**config.mk**
```make
export PLATFORM = sky130hd
export DESIGN_NAME = serial_subtractor
export DESIGN_NICKNAME = d
export VERILOG_FILES = /design/src/rtl/serial_subtractor.sv
export SDC_FILE = /design/constraint.sdc
export NUM_CORES = 1
export LEC_CHECK = 0
export ABC_CLOCK_PERIOD_IN_PS = 3300
export CAP_MARGIN = 25
export CORE_MARGIN = 10
export CORE_UTILIZATION = 45
export DETAILED_ROUTE_END_ITERATION = 7
export PLACE_DENSITY = 0.71
export SYNTH_ARGS = -nofsm -noshare
export SYNTH_HDL_FRONTEND = slang
export SYNTH_SLANG_ARGS = --single-unit
```
**constraint.sdc**
```tcl
create_clock -name clk -period 3.3 [get_ports clk]
set_clock_uncertainty 0.15 [all_clocks]
set_input_delay 0.99 -clock clk [delete_from_list [all_inputs] [get_ports clk]]
set_output_delay 0.99 -clock clk [all_outputs]
set_load 0.01 [all_outputs]
```
**src/rtl/serial_subtractor.sv**
```systemverilog
// serial_subtractor: bit-serial unsigned subtractor, diff = a - b - bin.
// One full-subtractor cell plus a borrow flip-flop processes one bit per
// clock, LSB first. A start/busy/done handshake frames each operation and
// the diff/bout outputs are updated only when an operation completes.
module serial_subtractor #(
    parameter int WIDTH = 8
) (
    input  logic             clk,
    input  logic             rst_n,
    input  logic             start,
    input  logic [WIDTH-1:0] a,
    input  logic [WIDTH-1:0] b,
    input  logic             bin,
    output logic             busy,
    output logic             done,
    output logic [WIDTH-1:0] diff,
    output logic             bout
);

    // Counter must index WIDTH bit positions; keep at least one bit for WIDTH=1.
    localparam int             CW       = (WIDTH > 1) ? $clog2(WIDTH) : 1;
    localparam logic [CW-1:0]  LAST_BIT = CW'(WIDTH - 1);
    localparam logic [CW-1:0]  CNT_ONE  = CW'(1);

    typedef enum logic [1:0] {
        S_IDLE = 2'd0,
        S_RUN  = 2'd1,
        S_DONE = 2'd2
    } state_t;

    // Full-subtractor cell: returns {borrow_out, difference_bit}.
    function automatic logic [1:0] fs_cell(input logic x, input logic y, input logic br);
        logic d_v;
        logic b_v;
        d_v = x ^ y ^ br;
        b_v = (~x & y) | (~(x ^ y) & br);
        return {b_v, d_v};
    endfunction

    state_t           r_state;
    logic [WIDTH-1:0] r_a_sr;
    logic [WIDTH-1:0] r_b_sr;
    logic [WIDTH-1:0] r_res_sr;
    logic             r_borrow;
    logic [CW-1:0]    r_cnt;
    logic             r_busy;
    logic             r_done;
    logic [WIDTH-1:0] r_diff;
    logic             r_bout;

    logic [1:0]       w_cell;
    logic             w_d;
    logic             w_borrow_next;
    logic             w_last;
    logic [WIDTH-1:0] w_res_next;

    assign w_cell        = fs_cell(r_a_sr[0], r_b_sr[0], r_borrow);
    assign w_d           = w_cell[0];
    assign w_borrow_next = w_cell[1];
    assign w_last        = (r_cnt == LAST_BIT);

    // Result shift register with the current difference bit entering at the MSB.
    always_comb begin
        w_res_next            = r_res_sr >> 1;
        w_res_next[WIDTH-1]   = w_d;
    end

    // Control FSM and datapath: load on start, shift one bit per RUN cycle, publish on the last bit.
    always_ff @(posedge clk) begin
        if (!rst_n) begin
            r_state  <= S_IDLE;
            r_a_sr   <= '0;
            r_b_sr   <= '0;
            r_res_sr <= '0;
            r_borrow <= 1'b0;
            r_cnt    <= '0;
            r_busy   <= 1'b0;
            r_done   <= 1'b0;
            r_diff   <= '0;
            r_bout   <= 1'b0;
        end else begin
            case (r_state)
                S_IDLE, S_DONE: begin
                    r_done <= 1'b0;
                    if (start) begin
                        r_a_sr   <= a;
                        r_b_sr   <= b;
                        r_res_sr <= '0;
                        r_borrow <= bin;
                        r_cnt    <= '0;
                        r_busy   <= 1'b1;
                        r_state  <= S_RUN;
                    end else begin
                        r_busy   <= 1'b0;
                        r_state  <= S_IDLE;
                    end
                end
                S_RUN: begin
                    // start is deliberately not looked at here: operands are fixed for the whole run.
                    r_a_sr   <= r_a_sr >> 1;
                    r_b_sr   <= r_b_sr >> 1;
                    r_res_sr <= w_res_next;
                    r_borrow <= w_borrow_next;
                    if (w_last) begin
                        r_cnt   <= '0;
                        r_diff  <= w_res_next;
                        r_bout  <= w_borrow_next;
                        r_busy  <= 1'b0;
                        r_done  <= 1'b1;
                        r_state <= S_DONE;
                    end else begin
                        r_cnt   <= r_cnt + CNT_ONE;
                        r_busy  <= 1'b1;
                        r_done  <= 1'b0;
                        r_state <= S_RUN;
                    end
                end
                default: begin
                    r_state <= S_IDLE;
                    r_busy  <= 1'b0;
                    r_done  <= 1'b0;
                end
            endcase
        end
    end

    assign busy = r_busy;
    assign done = r_done;
    assign diff = r_diff;
    assign bout = r_bout;

endmodule

```
==> flow_summary_export.csv <==
group,metric,value,unit
timing,tightestPinTransition,572.9,ps
placed_design,buffer_ports.inserted,30,
timing,timing.final.crit_period,2520,ps
setup_path,timing.reg2reg.setup_slack,1390,ps
drt,routed_via_density,5.148,
logic_synthesis,synth_top_family_by_area,"simple AND/OR/NAND/NOR gates",
floorplan,die_area,6252,µm²
worst_hold_path,hold_class,"register to register",
global_routing,antenna_found_initial,0,
placed_design,dp_hpwl,2275,µm
setup_path,largest_incremental_delay_on_the_critical_path,580,ps
clock_network,cts-root-to-sink-buffers,2,
setup_path,crit_path_cell_trace,"clkdlybuf4s50_1",
logic_synthesis,synth_largest_type_area_fraction,49.72,%
drt,wl_per_cell,12.62,µm
clock_network,tritoncts_clock_tree,"done",
logic_synthesis,synth-compound-area-share,18.73,%
floorplan,placement_rows,21,
final_layout,layout.nets,239,
power,powerDensity,490.3,nW/µm²
timing,final-hold-violation-count,0,
clock_network,clk_pin_slew,110,ps
setup_path,timing_worst_setup_path_type,"register to output port",
floorplan,starting_density,46.69,%
worst_hold_path,worstHoldStart,"diff[4]$_SDFFE_PN0P_",
setup_path,critPathRequiredTime,2160,ps
flow_run,max_cap_viol_count,0,
setup_path,worst_path_max_delay_cell,"sky130_fd_sc_hd__clkdlybuf4s50_1",
logic_synthesis,yosys.cell_count.top_type,"sky130_fd_sc_hd__nand2_1",
setup_path,r2r_cells,5,
logic_synthesis,synthSimpleGateAreaFrac,21.27,%
logic_synthesis,synth_seq_area_share,49.72,%
floorplan,pin_count,31,
final_layout,layout-drive-gt1-share,5.991,%
timing,final_period_util,76.35,%
logic_synthesis,synth.top_cells.by_area,"sky130_fd_sc_hd__dfxtp_1 (50%), sky130_fd_sc_hd__nand2_1 (11%), sky130_fd_sc_hd__a21oi_1 (6.7%)",
drt,dr.first_iter.drc_count,133,
clock_network,postCtsHoldBufs,0,
logic_synthesis,ys_dominant_reg_cell,"sky130_fd_sc_hd__dfxtp_1",
setup_path,timing.critical_path.fanout_max,7,
logic_synthesis,synthesis.yosys.warnings,0,
floorplan,die_w,79.07,µm
power,vdd_drop_max,269.7,µV
clock_network,htree_num_levels,2,
setup_path,setup.worst_path.end_class,"output port",
logic_synthesis,synth_enable_flop_cells,0,
clock_network,ctsResizeCount,0,
drt,drt.antenna.violating_nets,0,
drt,detail_route.drc_violations,0,
floorplan,floorplan.die.height,79.07,µm
global_routing,maximum_number_of_pins_on_one_net_before_global_route_repair,34,
logic_synthesis,number_of_distinct_library_cell_variants_in_the_gate_level_netlist_after_synthesis,24,
clock_network,clkLatencyLatePin,360,ps
logic_synthesis,synth_area_leader_cell,"sky130_fd_sc_hd__dfxtp_1",
logic_synthesis,synthesis.instances,191,
logic_synthesis,synth_fa_ha_area_share,2.869,%
drt,drt_pass1_iterations,4,
clock_network,tritoncts_buffers,5,
power,power.total,0.0009608,W
setup_path,path_buf_inv,1,
logic_synthesis,async_flop_share,0,%
timing,timing.final.setup_violations,0,
global_routing,vias_in_the_first_global_route,1243,
logic_synthesis,yosys-top-cells-count,"sky130_fd_sc_hd__nand2_1 (47), sky130_fd_sc_hd__dfxtp_1 (39), sky130_fd_sc_hd__a21oi_1 (21), sky130_fd_sc_hd__nand3_1 (20), sky130_fd_sc_hd__a31oi_1 (15)",
global_routing,grt.total_usage,11.21,%
timing,relSlewSlack,61.81,%
floorplan,placeableCoreArea,3363,µm²
setup_path,critical-path-top-delay-family,"buffers and inverters",
clock_network,post_cts_buffers,0,
clock_network,clock_sink_count,39,
global_routing,globalRouteOverflowTotal,0,
setup_path,rr_endpoint,"diff[5]$_SDFFE_PN0P_",
placed_design,gp_congestion,0.7571,
logic_synthesis,muxShareOfSynthArea,0,%
global_routing,grt_pass1_wl,5637,µm
drt,drt_wl_total,3318,µm
timing,max_clock_freq,0.3969,GHz
worst_hold_path,hold_depth,2,
worst_hold_path,min_delay_worst_endpoint,"diff[4]$_SDFFE_PN0P_",
outcome,outcome,"finished, final reports clean",
final_layout,antenna-diode-count,0,
logic_synthesis,synth-xor-area-share,0,%
setup_path,critPathLaunchType,"register",
logic_synthesis,synth.avg_cell_area,8.221,µm²
logic_synthesis,syn-num-nets,214,
timing,setup_tns,0,ps
timing,grt_setup_unrepaired,"no",
clock_network,ctsRootBufferMaster,"sky130_fd_sc_hd__clkbuf_4",
final_layout,syn2layout_area_growth,24.78,%
setup_path,worst_r2r_startpoint,"r_cnt[0]$_SDFFE_PN0P_",
setup_path,critical_path_arrival,1380,ps
power,power.static_leakage,0.6883,nW
logic_synthesis,mappedNetlistArea,1570,µm²
timing,final_max_slew_violation_count,0,
logic_synthesis,ys_ff_latch,39,
drt,route.vias.total,1354,
## cell usage in the layout, fill, tap and decap left out
cell                              instances
sky130_fd_sc_hd__fa_1                     1
sky130_fd_sc_hd__nand3_1                 20
sky130_fd_sc_hd__nor2_1                   4
sky130_fd_sc_hd__inv_2                    1
sky130_fd_sc_hd__o21a_1                   1
sky130_fd_sc_hd__buf_16                   1
sky130_fd_sc_hd__dfxtp_1                 39
sky130_fd_sc_hd__ha_1                     2
sky130_fd_sc_hd__a21oi_1                 21
sky130_fd_sc_hd__clkdlybuf4s50_1         30
sky130_fd_sc_hd__clkbuf_8                 1
sky130_fd_sc_hd__buf_4                    3
sky130_fd_sc_hd__a2bb2oi_1                1
sky130_fd_sc_hd__and2b_1                  1
sky130_fd_sc_hd__nand2b_1                 2
sky130_fd_sc_hd__clkbuf_4                 5
sky130_fd_sc_hd__clkinv_2                 1
sky130_fd_sc_hd__nor4b_1                  1
sky130_fd_sc_hd__bufinv_16                1
sky130_fd_sc_hd__nand3b_1                 1
sky130_fd_sc_hd__a311oi_1                 1
sky130_fd_sc_hd__inv_1                    2
sky130_fd_sc_hd__a31oi_1                 15
sky130_fd_sc_hd__nor2b_1                  1
sky130_fd_sc_hd__o21ai_0                 12
sky130_fd_sc_hd__nand2_1                 47
sky130_fd_sc_hd__o21ai_1                  2
## flip-flops by register name (all words and copies together), names as in the netlist
register	count
diff	8
done	1
r_b_sr	8
r_a_sr	8
r_state	2
r_res_sr	7
bout	1
r_borrow	1
r_cnt	3
## stage by stage
step | setup WS (ps) | cell area, µm² | utilization (%) | std cells | hold WS, ps
6_report | 780.3 | 1959 | 58.26 | 263 | 311.1
5_1_grt | 727.1 | 1959 | 58.26 | 263 | 343.6
2_1_floorplan | 1494 | 1570 | - | 191 | 293.2
3_5_place_dp | 786.3 | 1873 | 55.69 | 255 | 297.5
4_1_cts | 773.2 | 1959 | 58.26 | 263 | 314.3
3_3_place_gp | 817.7 | 1846 | 54.87 | 254 | 297.8
## worst max-delay path by stage
| stage | start | to | depth (start not counted) |
|---|---|---|---|
| detailed placement | rst_n | bout$_SDFFE_PN0P_ | 3 |
| global route | r_state[0]$_SDFF_PN0_ | busy | 1 |
| finish | r_state[0]$_SDFF_PN0_ | busy | 1 |
| CTS | r_state[0]$_SDFF_PN0_ | busy | 1 |
| floorplan | start | r_a_sr[6]$_SDFFE_PN0P_ | 5 |
| global placement | rst_n | bout$_SDFFE_PN0P_ | 3 |
## report_power, final
part           total (W)  switching (W)  internal, W
combinational   0.000117      0.0000616    0.0000552
sequential      0.000506      0.0000129     0.000494
clock           0.000338       0.000159     0.000179
## layout make-up
cell class | instances | area (µm²)
Timing Repair Buffer | 34 | 350.3
Inverter | 3 | 11.26
Clock inverter | 2 | 35.03
Clock buffer | 6 | 51.30
Multi-Input combinational cell | 133 | 673.1
Tap cell | 46 | 57.56
Fill cell | 327 | 1404
Sequential cell | 39 | 780.7
## cells by family (layout without fill, tap and decap cells)
logic type,after synthesis,count (layout)
compound gates,53,53
fa+ha+maj,3,3
buf+inv,19,45
flops,39,39
simple gates,77,77
## routing by layer
metal  GRT usage, %  part of all wire (%)  up-vias
li1               -                     -      701
met1          12.73                    48      623
met2          17.78                    46       26
met3          3.716                   4.9        4
met4          6.989                   1.7        0
met5              0                     0        -
## worst min-delay path: stages, from the launching register on
cell and delay, ps:
sky130_fd_sc_hd__dfxtp_1 330, sky130_fd_sc_hd__nand2_1 50, sky130_fd_sc_hd__a21oi_1 50
Note: power is estimated with default switching activity, not from simulation.
==> variant, RTL diff (same settings) <==
Set the parameter `WIDTH` to 16 (it was 8).
--- a/src/rtl/serial_subtractor.sv
+++ b/src/rtl/serial_subtractor.sv
@@ -4,5 +4,5 @@
 // the diff/bout outputs are updated only when an operation completes.
 module serial_subtractor #(
-    parameter int WIDTH = 8
+    parameter int WIDTH = 16
 ) (
     input  logic             clk,
Ports: changed (resized a, b and diff); port bits go from 31 to 55. No check against the original RTL was run, so the function may have changed too.
==> variant against the original RTL <==
Routed wire length is 87% higher. Total power up 93%. Die area increased by 54%. Sequential share of layout area grew 2.0 points. Setup slack better by 20 ps. Synthesized area grew 75%. Sequential cell count up 33. First-iteration DRC count up 56%. Final area is 76% higher. Via count grew 72%. Non-clock buffer count up 26. Fmax grew 0.79%. Largest cell class unchanged. Highest routed layer unchanged.
==> variant: results (changes against the original RTL) <==
status: "finished, final reports clean"  # unchanged
relSlewSlack: 0.520  # was 0.618
worstReg2RegEnd: "diff[11]"  # was diff[5]
min_to: "r_res_sr[1]"  # was diff[4]
ys_types: 30  # was 24
r2r_start: "r_state[0]"  # was r_cnt[0]
numPortBuffers: 54  # was 30
nets: 375  # was 239
grt_max_degree: 57  # was 34
synth_fp_nets: 333  # was 214
netlist_top_cells_count: "dfxtp_1, nor3_1, o22ai_1"  # was nand2_1, dfxtp_1, a21oi_1
numCtsBuffers: 9  # was 5
post-route-period-util: 0.758  # was 0.764
crit_family: "buffers and inverters"  # unchanged
cts_root_buf: "clkbuf_8"  # was clkbuf_4
grt_first_pass_wirelength_um: 10600  # was 5640 um
dp_cells: 401  # was 255
fin_cells: 417  # was 263
grt_pass1_vias: 2326  # was 1,243
synth_seq_area_share: 0.526  # was 0.497
h-tree-depth: 3  # was 2
wl_met1_um: 2870  # was 1580 um
gp_congestion: 0.760  # was 0.757
clock_latency_ps: 340  # was 360 ps
worstHoldStart: "r_res_sr[1]"  # was diff[4]
hpwlAfterDp_um: 3950  # was 2280 um
wl_met2_um: 2880  # was 1520 um
wire_per_inst_um: 14.9  # was 12.6 um
viasPerCell: 5.59  # was 5.15
cp_max_fo: 5  # was 7
worstRegToRegCells: 3  # was 5
synth_compound_area_frac: 0.181  # was 0.187
pre_cts_ws_ps: 615  # was 786 ps
fill_cells: 551  # was 327
drt-initial-drc-count: 208  # was 133
dpl-instance-area_um2: 3250  # was 1870 um2
avgSynthCellArea_um2: 9.29  # was 8.22 um2
final_util: 0.581  # was 0.583
drive_gt1_frac: 0.0877  # was 0.0599
==> variant: cell types whose count changed after synthesis, moves of 6 or more <==
cell     before  now
nor3_1        0   59
o22ai_1       0   30
nand2_1      47   21
buf_2         6   12
a31oi_1      15    2
dfxtp_1      39   72
o21ai_0      12    1
a22o_1        0   16
==> variant: power by group <==
part	total (mW)	switching (mW)	internal (mW)
Combinational	0.227	0.123	0.104
Clock	0.684	0.334	0.350
Sequential	0.938	0.0247	0.913
==> variant: final cells by class <==
class	instances	area share
Multi-Input combinational cell	190	0.323
Inverter	4	0.00436
Sequential cell	72	0.419
Clock inverter	7	0.0207
Clock buffer	9	0.0360
Timing Repair Buffer	60	0.170
Tap cell	75	0.0273
==> variant: routing by layer <==
| metal | vias to the layer above | track usage |
|---|---|---|
| li1 | 1171 | - |
| met1 | 1097 | 0.154 |
| met2 | 58 | 0.207 |
| met3 | 7 | 0.0557 |
| met4 | 0 | 0.0470 |
| met5 | - | 0 |
